**src/rtl/clock_domain_pkg.sv**
```systemverilog
// Shared constants and helpers for the multi-channel toggle handshake receiver.
package clock_domain_pkg;

    localparam int SYNC_STAGES_MIN = 2;

    function automatic int channel_width(input int n);
        return (n > 1) ? $clog2(n) : 1;
    endfunction

endpackage

```
**src/rtl/clock_domain_import_channel.sv**
```systemverilog
// One handshake channel: req synchronizer, one-word buffer, full flag and ack toggle.
module clock_domain_import_channel
    import clock_domain_pkg::*;
#(
    parameter int SIZE        = 8,
    parameter int SYNC_STAGES = 2
) (
    input  logic            clk,
    input  logic            rst,
    input  logic [SIZE-1:0] handshake_data,
    input  logic            handshake_req,
    output logic            handshake_ack,
    output logic [SIZE-1:0] buffer,
    output logic            full,
    input  logic            drain
);

    localparam int STAGES = (SYNC_STAGES < SYNC_STAGES_MIN) ? SYNC_STAGES_MIN : SYNC_STAGES;

    logic [STAGES-1:0] sync;
    logic              pending;
    logic              capture;

    assign pending = sync[STAGES-1] != handshake_ack;
    // A draining buffer frees on this edge, so it can accept the next word at once.
    assign capture = pending && (!full || drain);

    always_ff @(posedge clk) begin
        if (rst) begin
            sync          <= '0;
            handshake_ack <= 1'b0;
            full          <= 1'b0;
            buffer        <= '0;
        end else begin
            sync <= {sync[STAGES-2:0], handshake_req};
            if (capture) begin
                buffer        <= handshake_data;
                full          <= 1'b1;
                handshake_ack <= sync[STAGES-1];
            end else if (drain) begin
                full <= 1'b0;
            end
        end
    end

endmodule

```
**src/rtl/clock_domain_import_mux.sv**
```systemverilog
// Receives toggle req/ack handshakes on several channels and merges them
// round-robin into one valid/ready stream.
module clock_domain_import_mux
    import clock_domain_pkg::*;
#(
    parameter int SIZE        = 8,
    parameter int CHANNELS    = 4,
    parameter int SYNC_STAGES = 2
) (
    input  logic                                clk,
    input  logic                                rst,
    output logic [SIZE-1:0]                     data,
    output logic [channel_width(CHANNELS)-1:0] channel,
    output logic                                valid,
    input  logic                                ready,
    input  logic [CHANNELS*SIZE-1:0]            handshake_data,
    input  logic [CHANNELS-1:0]                 handshake_req,
    output logic [CHANNELS-1:0]                 handshake_ack
);

    localparam int CW = channel_width(CHANNELS);

    logic [SIZE-1:0]     buffer [CHANNELS];
    logic [CHANNELS-1:0] full;
    logic [CHANNELS-1:0] drain;
    logic [CW-1:0]       last;
    logic [CW-1:0]       grant;
    logic [CW:0]         idx;
    logic                found;
    logic                load;

    for (genvar c = 0; c < CHANNELS; c++) begin : g_chan
        clock_domain_import_channel #(
            .SIZE        (SIZE),
            .SYNC_STAGES (SYNC_STAGES)
        ) u_chan (
            .clk            (clk),
            .rst            (rst),
            .handshake_data (handshake_data[c*SIZE +: SIZE]),
            .handshake_req  (handshake_req[c]),
            .handshake_ack  (handshake_ack[c]),
            .buffer         (buffer[c]),
            .full           (full[c]),
            .drain          (drain[c])
        );
    end

    // One extra bit keeps last+i exact before the wrap, so no index reaches CHANNELS.
    always_comb begin
        found = 1'b0;
        grant = '0;
        idx   = '0;
        for (int i = 1; i <= CHANNELS; i++) begin
            idx = {1'b0, last} + (CW+1)'(i);
            if (idx >= (CW+1)'(CHANNELS)) begin
                idx = idx - (CW+1)'(CHANNELS);
            end
            if (!found && full[idx[CW-1:0]]) begin
                found = 1'b1;
                grant = idx[CW-1:0];
            end
        end
    end

    assign load = !valid || ready;

    always_comb begin
        drain = '0;
        if (load && found) begin
            drain[grant] = 1'b1;
        end
    end

    always_ff @(posedge clk) begin
        if (rst) begin
            valid   <= 1'b0;
            data    <= '0;
            channel <= '0;
            last    <= CW'(CHANNELS - 1);
        end else if (load) begin
            if (found) begin
                valid   <= 1'b1;
                data    <= buffer[grant];
                channel <= grant;
                last    <= grant;
            end else begin
                valid <= 1'b0;
            end
        end
    end

endmodule

```
**config.mk**
```make
export PLATFORM = sky130hd
export DESIGN_NAME = clock_domain_import_mux
export DESIGN_NICKNAME = d
export VERILOG_FILES = /design/src/rtl/clock_domain_pkg.sv /design/src/rtl/clock_domain_import_channel.sv /design/src/rtl/clock_domain_import_mux.sv
export SDC_FILE = /design/constraint.sdc
export NUM_CORES = 1
export LEC_CHECK = 0
export CAP_MARGIN = 10
export CORE_UTILIZATION = 30
export CTS_CLUSTER_DIAMETER = 30
export DETAILED_ROUTE_END_ITERATION = 8
export PLACE_DENSITY = 0.53
export REMOVE_ABC_BUFFERS = 1
export SLEW_MARGIN = 20
export SYNTH_ARGS = -nofsm -noshare
export SYNTH_HDL_FRONTEND = slang
export SYNTH_SLANG_ARGS = --single-unit
export TNS_END_PERCENT = 50
```
**constraint.sdc**
```tcl
create_clock -name clk -period 5.2 [get_ports clk]
set_input_delay 1.04 -clock clk [delete_from_list [all_inputs] [get_ports clk]]
set_output_delay 1.04 -clock clk [all_outputs]
set_load 0.02 [all_outputs]
```
-- Word-level counts from Yosys, hierarchy flattened
Index checks and enable logic that the tools add are counted.
- bits in registers: 61
- add/subtract/negate cells: 8
- magnitude comparators: 11
- equality and inequality tests: 4
- muxes and demuxes: 35
- bitwise gates (word level): 1
- reduce and logical (&&, ||, !) cells: 27
- operator list (operator ; count):
    $mux W1 ; 18
    $bmux W8 S2 ; 1
    $mux W2 ; 8
    $mux W8 ; 2
    $ge A3 B3 Y1 const B ; 5
    $lt A2 B3 Y1 const B ; 5
    $logic_and A1 B1 Y1 ; 9
    $bmux W1 S2 ; 4
    $logic_not A1 Y1 ; 8
    $reduce_bool A2 Y1 ; 4
    $sub A2 B1 Y2 const B ; 4
    $add A2 B2 Y3 const B ; 2
    $logic_or A1 B1 Y1 ; 5
    $mux W4 ; 1
    $ne A1 B1 Y1 ; 4
    $add A2 B1 Y3 const B ; 1
    $add A2 B3 Y3 const B ; 1
    $not A2 Y3 ; 1
    $demux W1 S2 ; 1
    $ge A2 B1 Y1 const B ; 1
    $reduce_and A2 Y1 ; 1

-- Depth between registers and ports, before layout
Gate-level depths: netlist of run 1.
- word-level depth: 23
- gate-level depth with buffers: 8
- gate-level depth less buffers: 5

-- By module
Synthesis of run 1 repeated with hierarchy kept, for this count alone.
- cell total of the unflattened synthesis: 283
- area total of the unflattened synthesis: 2852.7 µm²
- modules (own cells, without submodules) (module ; times used ; cells an instance ; area each (µm²) ; sequential area each (µm²)):
    clock_domain_import_channel ; 4 ; 47 ; 494.2 ; 240.2
    clock_domain_import_mux ; 1 ; 95 ; 875.8 ; 260.2

-- Least setup slack after synthesis of run 1
Ideal clock, no wire load.
- kind: input -> register
- start: input ready
- end: register g_chan[3].u_chan.buffer[0]
- arrival time: 2.123 ns
- setup slack: 3.005 ns
- stages: 5
- path through: nand2b_1 -> o221a_2 -> nand2_2 -> a211oi_4 -> mux2i_1
- longest elaborated chain between the ends: 5
- ends and longest elaborated chain (element ; RTL line ; RTL):
    from (decl) ; clock_domain_import_mux.sv:15 ; input logic ready,
    $logic_or A1 B1 Y1 ; clock_domain_import_mux.sv:65 ; assign load = !valid || ready;
    $logic_and A1 B1 Y1 ; clock_domain_import_mux.sv:69 ; if (load && found) begin
    $mux W4 ; clock_domain_import_mux.sv:69 ;
    $logic_or A1 B1 Y1 ; clock_domain_import_channel.sv:26 ; assign capture = pending && (!full || drain);
    $logic_and A1 B1 Y1 ; clock_domain_import_channel.sv:26 ;
    to (signal assigned) ; clock_domain_import_channel.sv:37 ; buffer <= handshake_data;
    to (decl) ; clock_domain_import_channel.sv:13 ; output logic [SIZE-1:0] buffer,
No other way between the ends.
A chain may end at the register's enable or synchronous reset.

-- Worst setup path in the final report of run 1
- start: input ready
- end: register g_chan[0].u_chan.handshake_ack
- longest elaborated chain between the ends: 5
- ends and longest elaborated chain (element ; RTL line ; RTL):
    $logic_or A1 B1 Y1 ; clock_domain_import_mux.sv:65 ;
    $logic_and A1 B1 Y1 ; clock_domain_import_mux.sv:69 ;
    $mux W4 ; clock_domain_import_mux.sv:69 ;
    $logic_or A1 B1 Y1 ; clock_domain_import_channel.sv:26 ;
    $logic_and A1 B1 Y1 ; clock_domain_import_channel.sv:26 ;
    to (signal assigned) ; clock_domain_import_channel.sv:39 ; handshake_ack <= sync[STAGES-1];
    to (decl) ; clock_domain_import_channel.sv:12 ; output logic handshake_ack,
No other way between the ends.

==> reports/metrics.csv, run 1 <==
metric;value;unit
cts bufs inserted;9;
number of buffers added on ports;53;
hold-fix buffers at CTS;0;
initial antenna violation count;0;
number of setup violations in the final report;0;
clock latency reported for the late side of the worst-skew pair;0.33;ns
final period demand of the worst path;3.04;ns
critical path launch point type;input pin;
maximum clock rate;329;MHz
cell with the largest stage delay on the worst path;sky130_fd_sc_hd__nor2_1;
highest routed layer;met4;
pin count of the biggest net entering global routing;97;
routed length per placed instance;13.2;um
number of warnings reported in the yosys synthesis log;0;
weighted congestion at the end of routability-driven global placement;0.731;
post-synthesis to final-layout area growth;26.4;%
global-route wire length before repair;10300;um
kind of critical path;in -> reg;
Peak supply drop;0.142;mV
portion of the clock cycle consumed by the worst path in the final layout;58.4;%
Crit path arrival time;3.30;ns
Final ANT Viol Nets;0;
Worst Max-Slew Pin Slew;0.840;ns
Overall Power;0.00119;W
fin area;0.00365;sq mm
maximum root-to-sink buffer count;2;
Die W;100;um
FF-to-FF setup slack;2.59;ns
worst hold path cell count;1;
routed via count divided by cell count;4.52;
sequential cell area;0.00122;sq mm
violation count after the first detailed-routing iteration;89;
number of fill cells in the layout;981;
required time reported for the critical path endpoint;5.47;ns
worst-path maximum fanout;13;
delay of the slowest critical-path stage;0.66;ns
# Post-CTS Setup Buffers;0;
number of detailed-route iterations in the first pass;4;
hold path startpoint;g_chan[3].u_chan.sync[0];
Seq cells post-synth;61;
depth of the worst register-to-register path;5;
count of vias placed by the detailed router;2167;
Die Footprint;0.0100;sq mm
Post-Syn Instances;304;
number of clock sinks;61;
area of the multi-input gates;0.00155;sq mm
share of final-layout standard cells stronger than drive strength 1;6.29;%
max cap viols;0;
maximum level of the CTS H-tree;3;
Hold Crit Class;reg -> reg;
via count of the first global-routing pass;2131;
total length of routed met2 wires;2740;um
core utilization of the finished layout;39.3;%
skew final;0.00639;ns
post-detailed-placement cell area;0.00347;sq mm
Final Worst Setup Slack;2.16;ns
clock transition time at the flip-flop clock pins of the worst setup and hold paths;0.07;ns
global routing usage summed across all routing layers;13.4;%
headroom to the max-slew limit;43.8;%
post-route met1 wirelength;3230;um
capture endpoint of the worst hold path;g_chan[3].u_chan.sync[1];
net count reported at finish;385;
placed wire-length estimate;4250;um
list of cells traversed by the critical path;clkdlybuf4s50_1, nor2b_1, nor2_1, o21ai_1, o21ai_1, mux2i_1;
CTS tree;yes;
total DRC errors in the routed layout;0;
part of the Yosys area used for sequential elements;42.3;%
Hold Violations, Final;0;
setup repair after global routing missed its margin;false;
Slew Limit Fails;0;
Setup WS pre-CTS;1.82;ns
Initial Util;31.1;%
total overflow reported by the global router;0;
worst r2r src;g_chan[3].u_chan.full;
pwr/cell area;327;mW/mm^2
count of boundary I/O pins;54;
post-CTS resize count;0;
average size of a mapped cell;9.50;sq um
CP most frequent cell;sky130_fd_sc_hd__o21ai_1;
endpoint class of the critical path;register;
leakage power;1.27;nW
RR Endpoint;g_chan[1].u_chan.buffer[3];
Core ar.;0.00928;sq mm
amount of wire on met3 after detailed routing;264;um
Distinct cells, synth;35;
sum of negative setup slack;0;ns
root buf cell;sky130_fd_sc_hd__clkbuf_8;
total detailed-routing wirelength;6300;um
Inserted Diodes;0;
outcome;finished clean;
die height;100;um
number of cell rows;35;
cell area after synthesis;0.00289;sq mm
## final cells by class
type / count / share of cell area [%]
Clock buffer: 14 / 4.73
Tap cell: 129 / 4.42
Inverter: 3 / 0.309
Timing Repair Buffer: 54 / 14.6
Sequential cell: 61 / 33.5
Clock inverter: 1 / 0.137
Multi-Input combinational cell: 217 / 42.3
## layer usage
layer | vias up | GRT usage (%)
li1 | 1127 | -
met1 | 991 | 17.8
met2 | 41 | 20.8
met3 | 8 | 4.32
met4 | 0 | 4.01
met5 | - | 0
## where the power goes
group	total (W)	internal [W]	switching, W
clock network	0.000380	0.000209	0.000171
registers	0.000545	0.000511	0.0000341
logic	0.000270	0.000127	0.000143
total	0.00119	0.000846	0.000348
## worst max-delay path by stage
stage | endpoint | cells after the start | startpoint
3_5_place_dp | g_chan[0].u_chan.handshake_ack | 6 | ready
6_report | g_chan[0].u_chan.handshake_ack | 6 | ready
2_1_floorplan | g_chan[0].u_chan.handshake_ack | 5 | ready
5_1_grt | g_chan[0].u_chan.handshake_ack | 6 | ready
4_1_cts | g_chan[0].u_chan.handshake_ack | 6 | ready
3_3_place_gp | g_chan[1].u_chan.handshake_ack | 6 | ready
## worst max-delay path, delay by kind of cell
| family | cells | cell delay, ns |
|---|---|---|
| AND/OR/NAND/NOR | 2 | 0.74 |
| multiplexers | 1 | 0.21 |
| buffers and inverters | 1 | 0.47 |
| AO/OA/AOI/OAI | 2 | 0.83 |
## synthesized netlist by cell type (all sizes together)
cell,instances,area (sq um)
nand3b,1,7.51
clkbuf,13,48.8
a211oi,18,148
a21oi,15,75.1
inv,3,11.3
nand3,2,10.0
xor2,1,8.76
o21ai,11,55.1
xnor2,3,26.3
o211ai,1,7.51
dfxtp,61,1220
mux2i,36,360
nand2b,74,463
nor2,2,7.51
a211o,1,8.76
and3,1,6.26
a21boi,8,60.1
o32a,2,20.0
nor4,1,12.5
o21bai,8,60.1
and2,2,12.5
o21a,2,15.0
nor2b,11,68.8
nor3,2,10.0
buf,10,61.3
o22ai,4,51.3
o221a,1,11.3
nand2,10,40.0
## placed cells by master, fill, tap and decap left out, types with 3 or more instances in the layout
cell type	Yosys	layout
sky130_fd_sc_hd__nand2b_1	74	74
sky130_fd_sc_hd__dfxtp_1	61	61
sky130_fd_sc_hd__clkdlybuf4s50_1	0	52
sky130_fd_sc_hd__mux2i_1	36	36
sky130_fd_sc_hd__a211oi_1	17	17
sky130_fd_sc_hd__a21oi_1	15	15
sky130_fd_sc_hd__clkbuf_8	0	12
sky130_fd_sc_hd__nor2b_1	11	11
sky130_fd_sc_hd__nand2_1	9	9
sky130_fd_sc_hd__a21boi_0	8	8
sky130_fd_sc_hd__o21bai_1	8	8
sky130_fd_sc_hd__o21ai_1	7	7
sky130_fd_sc_hd__o21ai_0	4	4
sky130_fd_sc_hd__xnor2_1	3	3
sky130_fd_sc_hd__inv_1	3	3
## kinds of logic after synthesis
logic type	synth area share [%]
buffers and inverters	4.20
flip-flops	42.3
AO/OA/AOI/OAI	17.7
AND/OR/NAND/NOR	22.1
multiplexers	12.5
XOR/XNOR	1.21
## sequential cells by signal, indices dropped and copies added, names as in the netlist
signal                       flops
g_chan.u_chan.buffer            32
data                             8
g_chan.u_chan.sync               8
g_chan.u_chan.full               4
g_chan.u_chan.handshake_ack      4
channel                          2
last                             2
valid                            1
## metrics by stage
stage,std cells,hold WS (ns)
2_1_floorplan,281,0.414
3_3_place_gp,464,0.425
3_5_place_dp,464,0.427
4_1_cts,479,0.452
5_1_grt,479,0.453
6_report,479,0.445
Power figures use the tool's default switching activity.
==> inputs of run 2 (changes only) <==
PLACE_DENSITY = 0.55   (was 0.53)
clock period = 2.5 ns   (was 5.2 ns; I/O delays follow)
==> run 2 against run 1 <==
Effect of this change:
- wire length down 0.19%
- worst setup slack got worse by 1.8 ns
- highest routed layer unchanged
- sequential power rose by 110%
- critical path depth decreased by 1
- first-iteration DRC count is 29% lower
- critical path type is now reg -> reg
- global-route usage fell by 0.23 points
- via count is 3.7% higher
==> reports/metrics.csv, run 2 (same netlist as run 1, synthesis figures left out) <==
metric;value;unit;change
outcome;finished clean;;
violation count after the first detailed-routing iteration;63;;-29%
Initial Util;31.1;%;unchanged
Inserted Diodes;0;;unchanged
clock transition time at the flip-flop clock pins of the worst setup and hold paths;0.08;ns;about the same
met2 Track Usage GR;21.0;%;+0.16 points
skew final;0.0103;ns;+0.00387 ns
switching part of the total;29.0;%;-0.14 points
count of boundary I/O pins;54;;unchanged
number of setup violations in the final report;0;;unchanged
worst-path maximum fanout;12;;-1
clock latency reported for the late side of the worst-skew pair;0.35;ns;+0.02 ns
hold path startpoint;g_chan[0].u_chan.sync[0];;
weighted congestion at the end of routability-driven global placement;0.733;;+0.23%
cell with the largest stage delay on the worst path;sky130_fd_sc_hd__dfxtp_1;;
maximum clock rate;474;MHz;
hold-fix buffers at CTS;0;;unchanged
met3 global-route usage;4.18;%;-0.14 points
relative contribution of sequential cells to total power;41.6;%;-4.0 points
delay of the slowest critical-path stage;0.49;ns;-0.17 ns
post-synthesis to final-layout area growth;31.0;%;
Post-Layout Cell Count;490;;+2.3%
depth of the worst register-to-register path;5;;unchanged
net count reported at finish;395;;+2.6%
cts bufs inserted;9;;unchanged
critical path launch point type;register;;
Setup crit end;g_chan[0].u_chan.buffer[1];;
commonest non-fill, non-tap cell in the layout;sky130_fd_sc_hd__nand2b_1;;
required time reported for the critical path endpoint;2.78;ns;-2.69 ns
die height;100;um;unchanged
timing startpoint of the critical path;g_chan[2].u_chan.full;;
RR Endpoint;g_chan[0].u_chan.buffer[1];;
pin count of the biggest net entering global routing;67;;-31%
total overflow reported by the global router;0;;unchanged
Peak supply drop;0.324;mV;+130%
worst r2r src;g_chan[2].u_chan.full;;
Core ar.;0.00928;sq mm;unchanged
FF-to-FF setup slack;0.39;ns;-2.20 ns
biggest regs;g_chan.u_chan.buffer x32, data x8, g_chan.u_chan.sync x8;;
number of cell rows;35;;unchanged
final period demand of the worst path;2.11;ns;
initial antenna violation count;0;;unchanged
total detailed-routing wirelength;6290;um;-0.19%
Die Footprint;0.0100;sq mm;unchanged
number of buffers added on ports;53;;unchanged
sequential cell area;0.00122;sq mm;unchanged
leakage power;1.33;nW;+5.0%
global-route wire length before repair;10300;um;-0.14%
maximum level of the CTS H-tree;3;;unchanged
Crit path arrival time;2.40;ns;-0.90 ns
CTS tree;yes;;
routed length per placed instance;12.8;um;-2.4%
share of final-layout standard cells stronger than drive strength 1;9.70;%;+3.4 points
sum of negative setup slack;0;ns;unchanged
pwr/cell area;715;mW/mm^2;+120%
Hold Crit Class;reg -> reg;;
routed via count divided by cell count;4.59;;+1.4%
clock network fraction of design power;36.2;%;+4.4 points
endpoint class of the critical path;register;;
total DRC errors in the routed layout;0;;unchanged
Overall Power;0.00271;W;+130%
Global Route met1 Usage;16.9;%;-0.97 points
placed wire-length estimate;4530;um;+6.4%
core utilization of the finished layout;40.8;%;+1.4 points
global routing usage summed across all routing layers;13.2;%;-0.23 points
Die W;100;um;unchanged
# Post-CTS Setup Buffers;0;;unchanged
part of the total power dissipated in combinational logic;22.2;%;-0.4 points
Most flops, register;g_chan.u_chan.buffer;;
GRT busiest layer;met2;;
Final ANT Viol Nets;0;;unchanged
list of cells traversed by the critical path;nor2b_1, o32a_1, nand2_1, o22ai_4, mux2i_1;;
Hold Violations, Final;0;;unchanged
most frequent cells in the layout;sky130_fd_sc_hd__nand2b_1, sky130_fd_sc_hd__dfxtp_1, sky130_fd_sc_hd__clkdlybuf4s50_1;;
portion of the clock cycle consumed by the worst path in the final layout;84.5;%;
max FFs per register;32;;unchanged
post-CTS resize count;0;;unchanged
max cap viols;0;;unchanged
root buf cell;sky130_fd_sc_hd__clkbuf_8;;
number of clock sinks;61;;unchanged
via count of the first global-routing pass;2198;;+3.1%
number of fill cells in the layout;976;;-0.51%
Slew Limit Fails;0;;unchanged
sw power;0.000784;W;+130%
number of detailed-route iterations in the first pass;4;;unchanged
Placed Instances;474;;+2.2%
headroom to the max-slew limit;65.4;%;+22 points
setup repair after global routing missed its margin;false;;
count of vias placed by the detailed router;2247;;+3.7%
kind of critical path;reg -> reg;;
area of the multi-input gates;0.00155;sq mm;unchanged
maximum root-to-sink buffer count;2;;unchanged
Internal Pwr Total;0.00192;W;+130%
Worst Max-Slew Pin Slew;0.515;ns;-0.325 ns
[run 2: changes by cell type in the layout (fill, tap and decap cells not counted), sizes merged]
cell / before / now
clkbuf: 14 / 9
clkinvlp: 0 / 3
buf: 2 / 12
clkinv: 1 / 2
bufinv: 0 / 2
[run 2: area by class of cell]
| class | instances | share of cell area (%) |
|---|---|---|
| clock buffers | 9 | 3.27 |
| flip-flops and latches | 61 | 32.3 |
| inverters | 3 | 0.298 |
| multi-input cells | 217 | 40.8 |
| repair buffers | 64 | 16.4 |
| well taps | 129 | 4.27 |
| clock inverters | 7 | 2.65 |
[run 2: metrics by stage]
| stage | area, sq um | setup slack (ns) | hold WS [ns] |
|---|---|---|---|
| 2_1_floorplan | 2780 | 0.402 | 0.414 |
| 5_1_grt | 3780 | 0.224 | 0.457 |
| 3_5_place_dp | 3560 | 0.292 | 0.428 |
| 6_report | 3780 | 0.388 | 0.440 |
| 4_1_cts | 3780 | 0.380 | 0.448 |
| 3_3_place_gp | 3560 | 0.325 | 0.422 |
[run 2: power groups by stage]
stage / Combinational (W) / Clock (W) / Sequential, W
finish: 0.000600 / 0.000979 / 0.00113
global route: 0.000657 / 0.00104 / 0.00114
CTS: 0.000606 / 0.000999 / 0.00113
detailed placement: 0.000603 / 0 / 0.00115
global placement: 0.000595 / 0 / 0.00115
floorplan: 0.000300 / 0 / 0.00118
[run 2: per-layer routing]
metal	vias to the layer above	share of wire (%)
li1	1145	-
met1	1046	49
met2	45	45
met3	11	4.5
met4	0	1.4
met5	-	0
[run 2: critical path: cells and delay by family (launching register included)]
kind | cells | cell delay, ns
flip-flops | 1 | 0.49
AND/OR/NAND/NOR | 2 | 0.50
AO/OA/AOI/OAI | 2 | 0.82
multiplexers | 1 | 0.23
[run 2: how the worst min path moves through the flow]
stage	end	slack (ns)	depth (start not counted)
2_1_floorplan	g_chan[0].u_chan.sync[1]	0.41	1
3_3_place_gp	g_chan[0].u_chan.sync[1]	0.42	1
3_5_place_dp	g_chan[3].u_chan.sync[1]	0.43	1
4_1_cts	g_chan[0].u_chan.sync[1]	0.45	1
5_1_grt	g_chan[0].u_chan.sync[1]	0.46	1
6_report	g_chan[0].u_chan.sync[1]	0.44	1
==> inputs of run 3 (changes only) <==
clock period = 1.9 ns   (was 2.5 ns; I/O delays follow)
==> run 3 against run 2 <==
Effect of this change:
- sequential share of layout area is 1.1 points lower
- cell area is 3.4% higher
- maximum frequency is 15% higher
- worst setup slack worse by 0.33 ns
- non-clock buffer count is 12 higher
- sequential cell count stayed put
- final cell count is 2.2% higher
==> reports/metrics.csv, run 3 (same netlist as run 1, synthesis figures left out) <==
metric;value;unit;change
via count of the first global-routing pass;2280;;+3.7%
Worst Max-Slew Pin Slew;0.586;ns;+0.0707 ns
endpoint class of the critical path;register;;
Most flops, register;g_chan.u_chan.buffer;;
Hold Crit Class;reg -> reg;;
Peak supply drop;0.410;mV;+27%
global routing usage summed across all routing layers;13.8;%;+0.60 points
Die Footprint;0.0100;sq mm;unchanged
Overall Power;0.00359;W;+33%
Post-Layout Cell Count;501;;+2.2%
Placed Instances;485;;+2.3%
cts bufs inserted;9;;unchanged
met3 global-route usage;3.27;%;-0.91 points
Core ar.;0.00928;sq mm;unchanged
maximum root-to-sink buffer count;2;;unchanged
CTS tree;yes;;
biggest regs;g_chan.u_chan.buffer x32, data x8, g_chan.u_chan.sync x8;;
die height;100;um;unchanged
portion of the clock cycle consumed by the worst path in the final layout;97.0;%;+13 points
number of clock sinks;61;;unchanged
pwr/cell area;919;mW/mm^2;+28%
most frequent cells in the layout;sky130_fd_sc_hd__nand2b_1, sky130_fd_sc_hd__dfxtp_1, sky130_fd_sc_hd__clkdlybuf4s50_1;;
number of buffers added on ports;53;;unchanged
count of vias placed by the detailed router;2235;;-0.53%
required time reported for the critical path endpoint;2.17;ns;-0.61 ns
number of detailed-route iterations in the first pass;4;;unchanged
Slew Limit Fails;0;;unchanged
Crit path arrival time;2.11;ns;-0.29 ns
met2 Track Usage GR;21.5;%;+0.48 points
Inserted Diodes;0;;unchanged
max FFs per register;32;;unchanged
outcome;finished clean;;
weighted congestion at the end of routability-driven global placement;0.786;;+7.2%
Final ANT Viol Nets;0;;unchanged
skew final;0.00909;ns;-0.00117 ns
kind of critical path;reg -> reg;;
worst-case hold slack;0.441;ns;+0.000916 ns
Setup WS pre-CTS;-0.118;ns;-0.411 ns
GRT busiest layer;met2;;
total detailed-routing wirelength;6200;um;-1.4%
total overflow reported by the global router;0;;unchanged
number of fill cells in the layout;948;;-2.9%
net count reported at finish;407;;+3.0%
worst-path maximum fanout;8;;-4
global-route wire length before repair;10700;um;+3.8%
violation count after the first detailed-routing iteration;59;;-6.3%
Die W;100;um;unchanged
pin count of the biggest net entering global routing;38;;-43%
max cap viols;0;;unchanged
routed via count divided by cell count;4.46;;-2.7%
headroom to the max-slew limit;61.0;%;-4.4 points
commonest non-fill, non-tap cell in the layout;sky130_fd_sc_hd__nand2b_1;;
critical path launch point type;register;;
number of cell rows;35;;unchanged
share of final-layout standard cells stronger than drive strength 1;12.4;%;+2.7 points
total DRC errors in the routed layout;0;;unchanged
leakage power;1.41;nW;+6.1%
Hold Violations, Final;0;;unchanged
area of the multi-input gates;0.00155;sq mm;unchanged
number of setup violations in the final report;0;;unchanged
initial antenna violation count;0;;unchanged
clock latency reported for the late side of the worst-skew pair;0.34;ns;about the same
Global Route met1 Usage;18.2;%;+1.4 points
maximum clock rate;542;MHz;+15%
clock transition time at the flip-flop clock pins of the worst setup and hold paths;0.07;ns;about the same
maximum level of the CTS H-tree;3;;unchanged
placed wire-length estimate;4600;um;+1.7%
routed length per placed instance;12.4;um;-3.6%
sequential cell area;0.00122;sq mm;unchanged
hold-fix buffers at CTS;0;;unchanged
post-synthesis to final-layout area growth;35.5;%;
# Post-CTS Setup Buffers;0;;unchanged
post-CTS resize count;0;;unchanged
root buf cell;sky130_fd_sc_hd__clkbuf_8;;
count of boundary I/O pins;54;;unchanged
setup repair after global routing missed its margin;true;;
Initial Util;31.1;%;unchanged
Final Worst Setup Slack;0.0561;ns;-0.332 ns
final period demand of the worst path;1.84;ns;-0.268 ns
==> run 3: cell types whose count changed in the layout (fill, tap and decap cells not counted) <==
cell and delta:
sky130_fd_sc_hd__clkinv_4 -2, sky130_fd_sc_hd__buf_12 +4, sky130_fd_sc_hd__buf_4 +8, sky130_fd_sc_hd__clkbuf_8 +1, sky130_fd_sc_hd__clkinv_2 +3, sky130_fd_sc_hd__clkinvlp_4 -3
==> run 3: stage by stage <==
step / util (%) / area [sq um] / setup TNS (ns)
5_1_grt: 42.1 / 3910 / -1.02
2_1_floorplan: - / 2780 / -2.40
4_1_cts: 42.1 / 3910 / 0
3_3_place_gp: 39.8 / 3690 / -1.89
6_report: 42.1 / 3910 / 0
3_5_place_dp: 39.8 / 3690 / -2.08
==> run 3: final cells by class <==
type | instances | share of cell area (%)
Multi-Input combinational cell | 217 | 39.5
Sequential cell | 61 | 31.2
Timing Repair Buffer | 76 | 19.4
Tap cell | 129 | 4.13
Clock buffer | 10 | 3.52
Clock inverter | 5 | 1.92
Inverter | 3 | 0.288
==> run 3: metal layers <==
| metal | wire length [um] | vias up |
|---|---|---|
| li1 | - | 1173 |
| met1 | 3120 | 1006 |
| met2 | 2760 | 46 |
| met3 | 208 | 10 |
| met4 | 105 | 0 |
| met5 | 0 | - |
==> run 3: where the power goes <==
group | switching [W] | internal [W]
Combinational | 0.000410 | 0.000446
Clock | 0.000496 | 0.000760
Sequential | 0.0000851 | 0.00140
==> run 3: critical path, cell delays in order, from the launching register on <==
cell,delay (ns)
sky130_fd_sc_hd__dfxtp_1,0.37
sky130_fd_sc_hd__inv_1,0.07
sky130_fd_sc_hd__o32a_1,0.40
sky130_fd_sc_hd__and2_1,0.22
sky130_fd_sc_hd__o22ai_2,0.47
sky130_fd_sc_hd__mux2i_1,0.25
==> run 3: worst paths after layout <==
kind	start	to	slack [ns]	cells past startpoint
worst max-delay path	g_chan[3].u_chan.full	g_chan[1].u_chan.buffer[3]	0.06	5
worst min-delay path	g_chan[2].u_chan.sync[0]	g_chan[2].u_chan.sync[1]	0.44	1
worst max register to register	g_chan[3].u_chan.full	g_chan[1].u_chan.buffer[3]	0.06	5
worst min register to register	g_chan[2].u_chan.sync[0]	g_chan[2].u_chan.sync[1]	0.44	1
